### src/rtl/muldiv_unit_if.sv
// Handshake bundle between the execute stage and the iterative multiply/divide unit.
// The core drives operands and takes results through the master side; the unit uses
// the slave side. WIDTH must match the unit's WIDTH.
interface muldiv_unit_if #(parameter int WIDTH = 32);
  logic             in_valid;
  logic             in_ready;
  logic [2:0]       op;
  logic [WIDTH-1:0] a;
  logic [WIDTH-1:0] b;
  logic             out_valid;
  logic             out_ready;
  logic [WIDTH-1:0] result;
  logic             zero;
  logic             div_by_zero;

  modport master (
    output in_valid, op, a, b, out_ready,
    input  in_ready, out_valid, result, zero, div_by_zero
  );

  modport slave (
    input  in_valid, op, a, b, out_ready,
    output in_ready, out_valid, result, zero, div_by_zero
  );
endinterface

### src/rtl/muldiv_unit.sv
// Iterative RV32M multiply/divide unit. One radix-2 step per cycle: shift-add for the
// multiplies, restoring shift-subtract for the divides. Operands are converted to
// magnitudes up front and the sign is re-applied at the end, so the iteration itself
// is purely unsigned. Latency is fixed at WIDTH+2 cycles from accept to out_valid.
module muldiv_unit #(
  parameter int WIDTH = 32
) (
  input  logic          clk,
  input  logic          rst,
  input  logic          flush,
  muldiv_unit_if.slave  bus
);

  localparam int CW = $clog2(WIDTH);

  typedef enum logic [2:0] {
    IDLE,
    PREP,
    ITER,
    FIX,
    DONE
  } state_t;

  state_t             state;
  logic [2:0]         op_q;
  logic [WIDTH-1:0]   a_q;
  logic [WIDTH-1:0]   b_q;
  logic [WIDTH-1:0]   opnd;
  logic [2*WIDTH-1:0] acc;
  logic [CW-1:0]      count;
  logic               neg_q;
  logic               a_neg_q;
  logic               dbz_q;

  logic               in_ready;
  logic               out_valid;
  logic [WIDTH-1:0]   result;
  logic               zero;
  logic               div_by_zero;

  logic               signed_a;
  logic               signed_b;
  logic               a_neg;
  logic               b_neg;
  logic [WIDTH-1:0]   a_abs;
  logic [WIDTH-1:0]   b_abs;

  logic [WIDTH:0]     mul_sum;
  logic [WIDTH:0]     div_shift;
  logic [WIDTH+1:0]   div_diff;
  logic               div_ok;

  logic [2*WIDTH-1:0] prod_fixed;
  logic [WIDTH-1:0]   quot_fixed;
  logic [WIDTH-1:0]   rem_fixed;
  logic [WIDTH-1:0]   fix_result;

  assign bus.in_ready    = in_ready;
  assign bus.out_valid   = out_valid;
  assign bus.result      = result;
  assign bus.zero        = zero;
  assign bus.div_by_zero = div_by_zero;

  // Operand signedness and magnitudes for the latched op (MULH, MULHSU-a, DIV, REM are signed)
  always_comb begin
    signed_a = (op_q == 3'd1) || (op_q == 3'd2) || (op_q == 3'd4) || (op_q == 3'd6);
    signed_b = (op_q == 3'd1) || (op_q == 3'd4) || (op_q == 3'd6);
    a_neg    = signed_a && a_q[WIDTH-1];
    b_neg    = signed_b && b_q[WIDTH-1];
    a_abs    = a_neg ? -a_q : a_q;
    b_abs    = b_neg ? -b_q : b_q;
  end

  // One iteration step: acc holds {hi, lo} for multiply and {remainder, quotient} for divide
  always_comb begin
    mul_sum   = {1'b0, acc[2*WIDTH-1:WIDTH]} + (acc[0] ? {1'b0, opnd} : {(WIDTH+1){1'b0}});
    div_shift = {acc[2*WIDTH-1:WIDTH], acc[WIDTH-1]};
    div_diff  = {1'b0, div_shift} - {2'b00, opnd};
    div_ok    = ~div_diff[WIDTH+1];
  end

  // Final sign fix-up and result selection; divide-by-zero bypasses the iterated value
  always_comb begin
    prod_fixed = neg_q ? -acc : acc;
    quot_fixed = neg_q ? -acc[WIDTH-1:0] : acc[WIDTH-1:0];
    rem_fixed  = a_neg_q ? -acc[2*WIDTH-1:WIDTH] : acc[2*WIDTH-1:WIDTH];
    fix_result = '0;
    case (op_q)
      3'd0:             fix_result = prod_fixed[WIDTH-1:0];
      3'd1, 3'd2, 3'd3: fix_result = prod_fixed[2*WIDTH-1:WIDTH];
      3'd4, 3'd5:       fix_result = dbz_q ? {WIDTH{1'b1}} : quot_fixed;
      default:          fix_result = dbz_q ? a_q : rem_fixed;
    endcase
  end

  // Control FSM with registered handshake outputs and the iterative datapath
  always_ff @(posedge clk) begin
    if (rst || flush) begin
      state       <= IDLE;
      in_ready    <= 1'b1;
      out_valid   <= 1'b0;
      result      <= '0;
      zero        <= 1'b0;
      div_by_zero <= 1'b0;
    end else begin
      case (state)
        IDLE: begin
          if (bus.in_valid && in_ready) begin
            op_q     <= bus.op;
            a_q      <= bus.a;
            b_q      <= bus.b;
            in_ready <= 1'b0;
            state    <= PREP;
          end
        end
        PREP: begin
          neg_q   <= a_neg ^ b_neg;
          a_neg_q <= a_neg;
          dbz_q   <= op_q[2] && (b_q == '0);
          acc     <= {{WIDTH{1'b0}}, a_abs};
          opnd    <= b_abs;
          count   <= CW'(WIDTH - 1);
          state   <= ITER;
        end
        ITER: begin
          if (op_q[2]) begin
            if (div_ok) begin
              acc <= {div_diff[WIDTH-1:0], acc[WIDTH-2:0], 1'b1};
            end else begin
              acc <= {div_shift[WIDTH-1:0], acc[WIDTH-2:0], 1'b0};
            end
          end else begin
            acc <= {mul_sum, acc[WIDTH-1:1]};
          end
          if (count == '0) begin
            state <= FIX;
          end else begin
            count <= count - 1'b1;
          end
        end
        FIX: begin
          result      <= fix_result;
          zero        <= (fix_result == '0);
          div_by_zero <= dbz_q;
          out_valid   <= 1'b1;
          state       <= DONE;
        end
        DONE: begin
          if (bus.out_ready) begin
            out_valid <= 1'b0;
            in_ready  <= 1'b1;
            state     <= IDLE;
          end
        end
        default: begin
          state <= IDLE;
        end
      endcase
    end
  end

endmodule

### src/flat_wrapper.sv
// flat-port wrapper written by rule: the top's interface ports become plain ports
module muldiv_unit_flat 
#(
  parameter int WIDTH = 32
)
  (clk, rst, flush, bus_in_valid, bus_op, bus_a, bus_b, bus_out_ready, bus_in_ready, bus_out_valid, bus_result, bus_zero, bus_div_by_zero);
  muldiv_unit_if #(.WIDTH(WIDTH)) bus_i ();
  input  logic clk;
  input  logic rst;
  input  logic flush;
  input wire logic [$bits(bus_i.in_valid)-1:0] bus_in_valid;
  input wire logic [$bits(bus_i.op)-1:0] bus_op;
  input wire logic [$bits(bus_i.a)-1:0] bus_a;
  input wire logic [$bits(bus_i.b)-1:0] bus_b;
  input wire logic [$bits(bus_i.out_ready)-1:0] bus_out_ready;
  output wire logic [$bits(bus_i.in_ready)-1:0] bus_in_ready;
  output wire logic [$bits(bus_i.out_valid)-1:0] bus_out_valid;
  output wire logic [$bits(bus_i.result)-1:0] bus_result;
  output wire logic [$bits(bus_i.zero)-1:0] bus_zero;
  output wire logic [$bits(bus_i.div_by_zero)-1:0] bus_div_by_zero;
  assign bus_i.in_valid = bus_in_valid;
  assign bus_i.op = bus_op;
  assign bus_i.a = bus_a;
  assign bus_i.b = bus_b;
  assign bus_i.out_ready = bus_out_ready;
  assign bus_in_ready = bus_i.in_ready;
  assign bus_out_valid = bus_i.out_valid;
  assign bus_result = bus_i.result;
  assign bus_zero = bus_i.zero;
  assign bus_div_by_zero = bus_i.div_by_zero;
  muldiv_unit #(.WIDTH(WIDTH)) u_core (.clk(clk), .rst(rst), .flush(flush), .bus(bus_i));
endmodule
### config.mk
export PLATFORM = sky130hd
export DESIGN_NAME = muldiv_unit_flat
export DESIGN_NICKNAME = d
export VERILOG_FILES = /design/src/rtl/muldiv_unit_if.sv /design/src/rtl/muldiv_unit.sv /design/src/flat_wrapper.sv
export SDC_FILE = /design/constraint.sdc
export NUM_CORES = 1
export LEC_CHECK = 0
export CAP_MARGIN = 15
export CORE_ASPECT_RATIO = 0.5
export CORE_MARGIN = 4
export CORE_UTILIZATION = 55
export DETAILED_ROUTE_END_ITERATION = 8
export GPL_TIMING_DRIVEN = 0
export MAX_ROUTING_LAYER = met4
export PLACE_DENSITY = 0.78
export SYNTH_ARGS = -nofsm -noshare
export SYNTH_HDL_FRONTEND = slang
export SYNTH_SLANG_ARGS = --single-unit
### constraint.sdc
create_clock -name clk -period 7.9 [get_ports clk]
set_input_delay 1.58 -clock clk [delete_from_list [all_inputs] [get_ports clk]]
set_output_delay 1.58 -clock clk [all_outputs]
set_load 0.02 [all_outputs]
==> summary.md <==
| Metric | Value |
|---|---|
| Outcome | finished, final reports clean |
| Post-synthesis mux area share | 0.0359 |
| Die ar. | 32900 um^2 |
| Slew headroom | 0.148 |
| H-tree levels | 1 |
| Clk_lat worst skew | 550 ps |
| Pre-CTS WS | 2230 ps |
| Clock sinks | between 200 and 250 |
| Main combinational cell family by area after synthesis | compound AO/OA/AOI/OAI gates |
| Die width | 253 um |
| Worst Setup Slack, final | ~1800 ps |
| Critical Path Fanout Max | 10 |
| Initial core utilization | 0.563 |
| DR pass1 iterations | 6 |
| Post-CTS setup buffer count | 0 |
| Row count | 44 |
| WL/cell | 26.1 um |
| Gr usage total | 0.394 |
| MaxCap Viol Count | 0 |
| Setup violators final | 0 |
| Area growth syn-to-layout | 15.0% |
| Chip height | ~130 um |
| Critical Path AT | 6580 ps |
| Power per cell area | 137 nW/um^2 |
| Synth warn | 0 |
| Hold-fix buffers, CTS | 0 |
| Commonest non-fill, non-tap cell in the layout | nor2_1 |
| FMAX | 164 MHz |
| DR iter-0 viols | 2152 |
| Fin nets | around 2200 |
| Post-synthesis compound-gate area fraction | 0.220 |
| IO Pins | between 100 and 150 |
| Core Util, Final | 0.648 |
| Dominant synthesized flop cell | edfxtp_1 |
| Worst Skew | 28.5 ps |
| Grt ovf | 0 |
| Total Wirelength | 64.7 mm |
| Syn Area/Cell | 8.57 um^2 |
| Drt drc | 0 |
| Fill cells | 2467 |
| RSZ-0062 raised after global routing | no |
| First-pass GRT wire length | 95.4 mm |
| Clk buf depth | 3 |
| Post-DP HPWL | 49.9 mm |
| Largest net degree at the start of global routing | 15 |
| Initial antenna violation count | 2 |
| Core Footprint | 29200 um^2 |
| Worst VDD drop | ~0.00018 V |
| WP data required | 8380 ps |
| Max-slew violation total from the final report | 0 |
| #FFs+latches synth | 210 |
| Synth Area in Adders | 0.0549 |
| Crit end category | flip-flop |
| Final hold viol count | 0 |
| Vias in the first global route | 15500 |
| Tmin final | just over 6000 ps |
| DR vias | 16900 |
| Post-Syn Area | 16500 um^2 |
| Vias per cell | 6.83 |
| Seq/Total Area, Yosys | 0.359 |
| Clock slew at reported path FFs | about 60 ps |
| GP Congestion | 1.13 |
| Antenna Nets Post-Route | 0 |
| Post-synthesis xor/xnor area fraction | 0.0745 |
| Synth cell types | 85 |
| Startpoint Class | flip-flop |
| Hold Path Class | reg2reg |
| Worst-Margin Slew | between 1000 and 1500 ps |
| Post-synth EDFFs | about 170 |
| Post-Synth Simple-Gate Area | 0.212 |
| CTS tree | yes |
| Port-buffer cells | 107 |
| CTS buffer count | 22 |
| LEAKAGE | about 6.7 nW |
| Most frequent cells in the layout | 234 x nor2_1, 171 x edfxtp_1, 153 x nand2_1 |
| FFs w/ async S/R, synth | 0 |
| CTS resizes | 0 |
| Syn Nets | between 2000 and 2500 |
| Part of the cycle the worst path needs | 0.773 |
| Share of layout cells above drive strength 1 | 0.0470 |
| Synthesized instance count | 1922 |
| Crit path kind | reg2reg |
| Clock root cell | clkbuf_16 |
==> where the power goes <==
| part | total (W) | internal (W) | switching (W) |
|---|---|---|---|
| clock network | 0.00106 | 0.000586 | 0.000473 |
| logic | 0.000284 | 0.000114 | 0.000171 |
| registers | 0.00124 | 0.00122 | 0.0000249 |
==> through the flow <==
stage                     instance area [um^2]  TNS (ps)  instances  total power, W  hold WS (ps)
after floorplan                          16500         0       1922         0.00142           500
after global placement                   18000   -361280       2420         0.00153           444
after detailed placement                 18200         0       2437         0.00153           447
after CTS                                18900         0       2477         0.00257           456
after global routing                     18900         0       2480         0.00265           471
final                                    18900         0       2480         0.00259           459
==> final timing paths <==
path	start	end	slack, ps	cells past startpoint
worst max-delay path	u_core.acc[0]	u_core.bus.zero	1800	12
worst min-delay path	u_core.bus.result[21]	u_core.bus.result[21]	460	2
worst max register to register	u_core.acc[0]	u_core.bus.zero	1800	12
worst min register to register	u_core.bus.result[21]	u_core.bus.result[21]	460	2
==> cells in the mapped netlist (all sizes together), types with 11 or more instances <==
library cell | number | area [um^2]
nor2 | 234 | 878
edfxtp | 171 | 5130
nand2 | 153 | 574
a21oi | 130 | 651
o21ai | 117 | 586
clkbuf | 107 | 402
xnor2 | 97 | 850
ha | 69 | 863
nor3 | 69 | 350
inv | 66 | 248
mux2i | 52 | 521
nand3 | 50 | 250
nor4 | 43 | 305
xor2 | 43 | 377
dfxtp | 39 | 781
o31ai | 34 | 260
or4 | 31 | 240
a211oi | 28 | 215
or3 | 28 | 175
a21o | 25 | 188
a31oi | 24 | 150
a311oi | 19 | 166
nand4 | 18 | 119
o21a | 18 | 135
o41ai | 18 | 158
o211ai | 17 | 128
nand2b | 16 | 100
and3 | 15 | 93.8
buf | 13 | 53.8
o21bai | 11 | 82.6
==> kinds of logic (layout without fill, tap and decap cells) <==
| kind of cell | after synthesis | count (layout) |
|---|---|---|
| AND/OR/NAND/NOR | 712 | 712 |
| multiplexers | 58 | 58 |
| XOR/XNOR | 140 | 140 |
| other | 0 | 3 |
| adder cells (fa/ha/maj) | 71 | 71 |
| buffers and inverters | 188 | 352 |
| flip-flops | 210 | 210 |
| AO/OA/AOI/OAI | 543 | 543 |
==> metal layers <==
layer	vias up	track usage	wire, um
met2	1205	0.557	26200
met4	0	0.115	2210
met3	177	0.147	9770
met5	-	-	0
met1	7996	0.528	26500
li1	7550	-	-
==> registers in the layout, indices dropped and copies added, names as in the netlist <==
signal,count
u_core.bus.div_by_zero,1
u_core.a_neg_q,1
u_core.b_q,32
u_core.count,5
u_core.bus.zero,1
u_core.dbz_q,1
u_core.acc,64
u_core.a_q,32
u_core.neg_q,1
u_core.bus.result,32
u_core.opnd,32
u_core.op_q,3
u_core.state,3
u_core.bus.out_valid,1
u_core.bus.in_ready,1
==> cell type report <==
cell class	count	area, um^2	share of cell area
multi-input combinational	1524	9860	0.521
sequential	210	5920	0.312
timing repair buffer	124	1230	0.0650
clock buffer	31	658	0.0348
tap	391	489	0.0258
buffer	120	455	0.0241
inverter	68	255	0.0135
clock inverter	9	62.6	0.00330
antenna	3	7.51	0.000397
==> worst max-delay path: stages, from the launching register on <==
cell,delay [ps]
edfxtp_1,540
clkinv_1,340
clkbuf_1,730
ha_1,360
nor4b_1,520
nand4_1,470
nor4_1,840
mux2_2,410
nor4_1,790
o211ai_1,310
nor4_1,440
nand4_1,150
o21ai_1,140
No activity file was read; power rests on OpenSTA's default activity.
==> variant: new RTL, same settings <==
The 5 states of `state_t` get a one-hot encoding in 5 bits.
--- a/src/rtl/muldiv_unit.sv
+++ b/src/rtl/muldiv_unit.sv
@@ -15,8 +15,8 @@
 
-  typedef enum logic [2:0] {
-    IDLE,
-    PREP,
-    ITER,
-    FIX,
-    DONE
+  typedef enum logic [4:0] {
+    IDLE = 5'b00001,
+    PREP = 5'b00010,
+    ITER = 5'b00100,
+    FIX  = 5'b01000,
+    DONE = 5'b10000
   } state_t;
Check against the original RTL: no difference found for any inputs over 10 cycles, from zero or initial values; not proved beyond that.
==> variant against the unedited design <==
Area after synthesis fell by 2.7%; sequential cell count rose by 2; total power fell by 7.7%; design area fell by 2.7%; final cell count fell by 3.4%; worst setup slack improved by 0.62 ns; global-route usage fell by 2.0 points; wire length fell by 7.3%; critical path type unchanged; largest cell class unchanged.
==> variant: results <==
outcome:
  status: "complete, no violations"
synth:
  synth_cell_types: 84
  ys_seq_area_share_pct: 37.1
  synth_fp_nets: 1997
  ys_top_cells_by_area: "edfxtp_1 32%, a21oi_1 5.9%, xnor2_1 5.4%"
  ys_top_cells_by_count: "213 x nor2_1, 188 x a21oi_1, 171 x edfxtp_1"
global_routing:
  grt_first_pass_wirelength_um: 89100
  grt_util_all_layers_pct: 37.3
  antenna_found_initial: 1
  grt_max_degree: 34
  grt_pass1_vias: 14421
placed_design:
  dpl_cell_area_mm2: 0.0177
  place_inst: 2354
  place.gp.congestion: 1.14
  dpl.hpwl_um: 46700
layout:
  nNetsFinal: 2139
  regArea_mm2: 0.00596
detailed_routing:
  vias: 15834
  vias_per_cell: 6.61
  drt_iter0_drc: 2122
pwr:
  intPower_mw: 1.82
  total_leakage_power_nw: 6.77
  max-vdd-ir-drop_mv: 0.174
timing:
  worstMarginPinSlew_ns: 1.18
clocking:
  cts_made_buffers: 21
## variant: cell types whose count changed in the layout (fill, tap and decap cells not counted), sizes merged, moves of 16 or more
cell and change:
o21ai +25, clkbuf -18, or4 -18, nor2 -21
xor2 +30, nand2 -24, o31ai -16, a21oi +58
## variant: final timing paths
kind | startpoint | end | slack [ns] | cells past startpoint
setup / recovery | u_core.acc[0] | u_core.acc[63] | 2.42 | 14
hold / removal | u_core.bus.div_by_zero | u_core.bus.div_by_zero | 0.48 | 2
setup reg to reg | u_core.acc[0] | u_core.acc[63] | 2.42 | 14
hold reg to reg | u_core.bus.div_by_zero | u_core.bus.div_by_zero | 0.48 | 2
## variant: through the flow
stage / TNS (ns) / worst slack (ns)
finish: 0 / 2.42
global route: 0 / 2.33
CTS: 0 / 2.70
detailed placement: 0 / 2.72
global placement: -234.74 / -3.27
floorplan: 0 / 0.00978
## variant: cell families (layout without fill, tap and decap cells)
kind of cell,count (synthesis),in the layout,synth area share [%]
flops,212,212,37.1
mux,44,44,2.77
xor+xnor,172,172,9.40
buf+inv,180,337,4.29
compound gates,567,567,22.3
fa+ha+maj,71,71,5.63
simple gates,608,608,18.4
other cells,0,2,0
## variant: power groups by stage
stage	logic, mW	clock network [mW]	registers, mW
3_3_place_gp	0.144	0	1.26
3_5_place_dp	0.150	0	1.26
2_1_floorplan	0.0786	0	1.25
5_1_grt	0.166	1.05	1.23
4_1_cts	0.152	1.00	1.23
6_report	0.156	0.998	1.23
## variant: final cells by class
| type | count | area share (%) |
|---|---|---|
| diodes | 2 | 0.0272 |
| flip-flops and latches | 212 | 32.3 |
| plain buffers | 107 | 2.25 |
| multi-input cells | 1462 | 51.1 |
| clock inverters | 16 | 0.713 |
| well taps | 382 | 2.59 |
| repair buffers | 119 | 6.63 |
| clock buffers | 22 | 2.87 |
| inverters | 73 | 1.49 |
## variant: worst max-delay path, cell delays in order, from the launching register on
cell and delay (ns):
edfxtp_1 0.70, clkinv_1 0.63, clkbuf_1 0.37, nor2_1 0.16
ha_1 0.31, a211oi_1 0.32, o21ai_0 0.16, a221oi_1 0.31
o31ai_1 0.17, or4_1 0.45, a41o_1 0.30, a221o_1 0.38
a41o_1 0.30, a2111oi_0 0.55, nor3_1 0.09
## variant: metal layers
| metal | track usage [%] | routed length, um | vias to the layer above |
|---|---|---|---|
| met3 | 10.4 | 8080 | 157 |
| met4 | 11.3 | 2230 | 0 |
| met1 | 51.5 | 25300 | 7479 |
| met2 | 53.7 | 24400 | 1034 |
| li1 | - | - | 7164 |
| met5 | - | 0 | - |
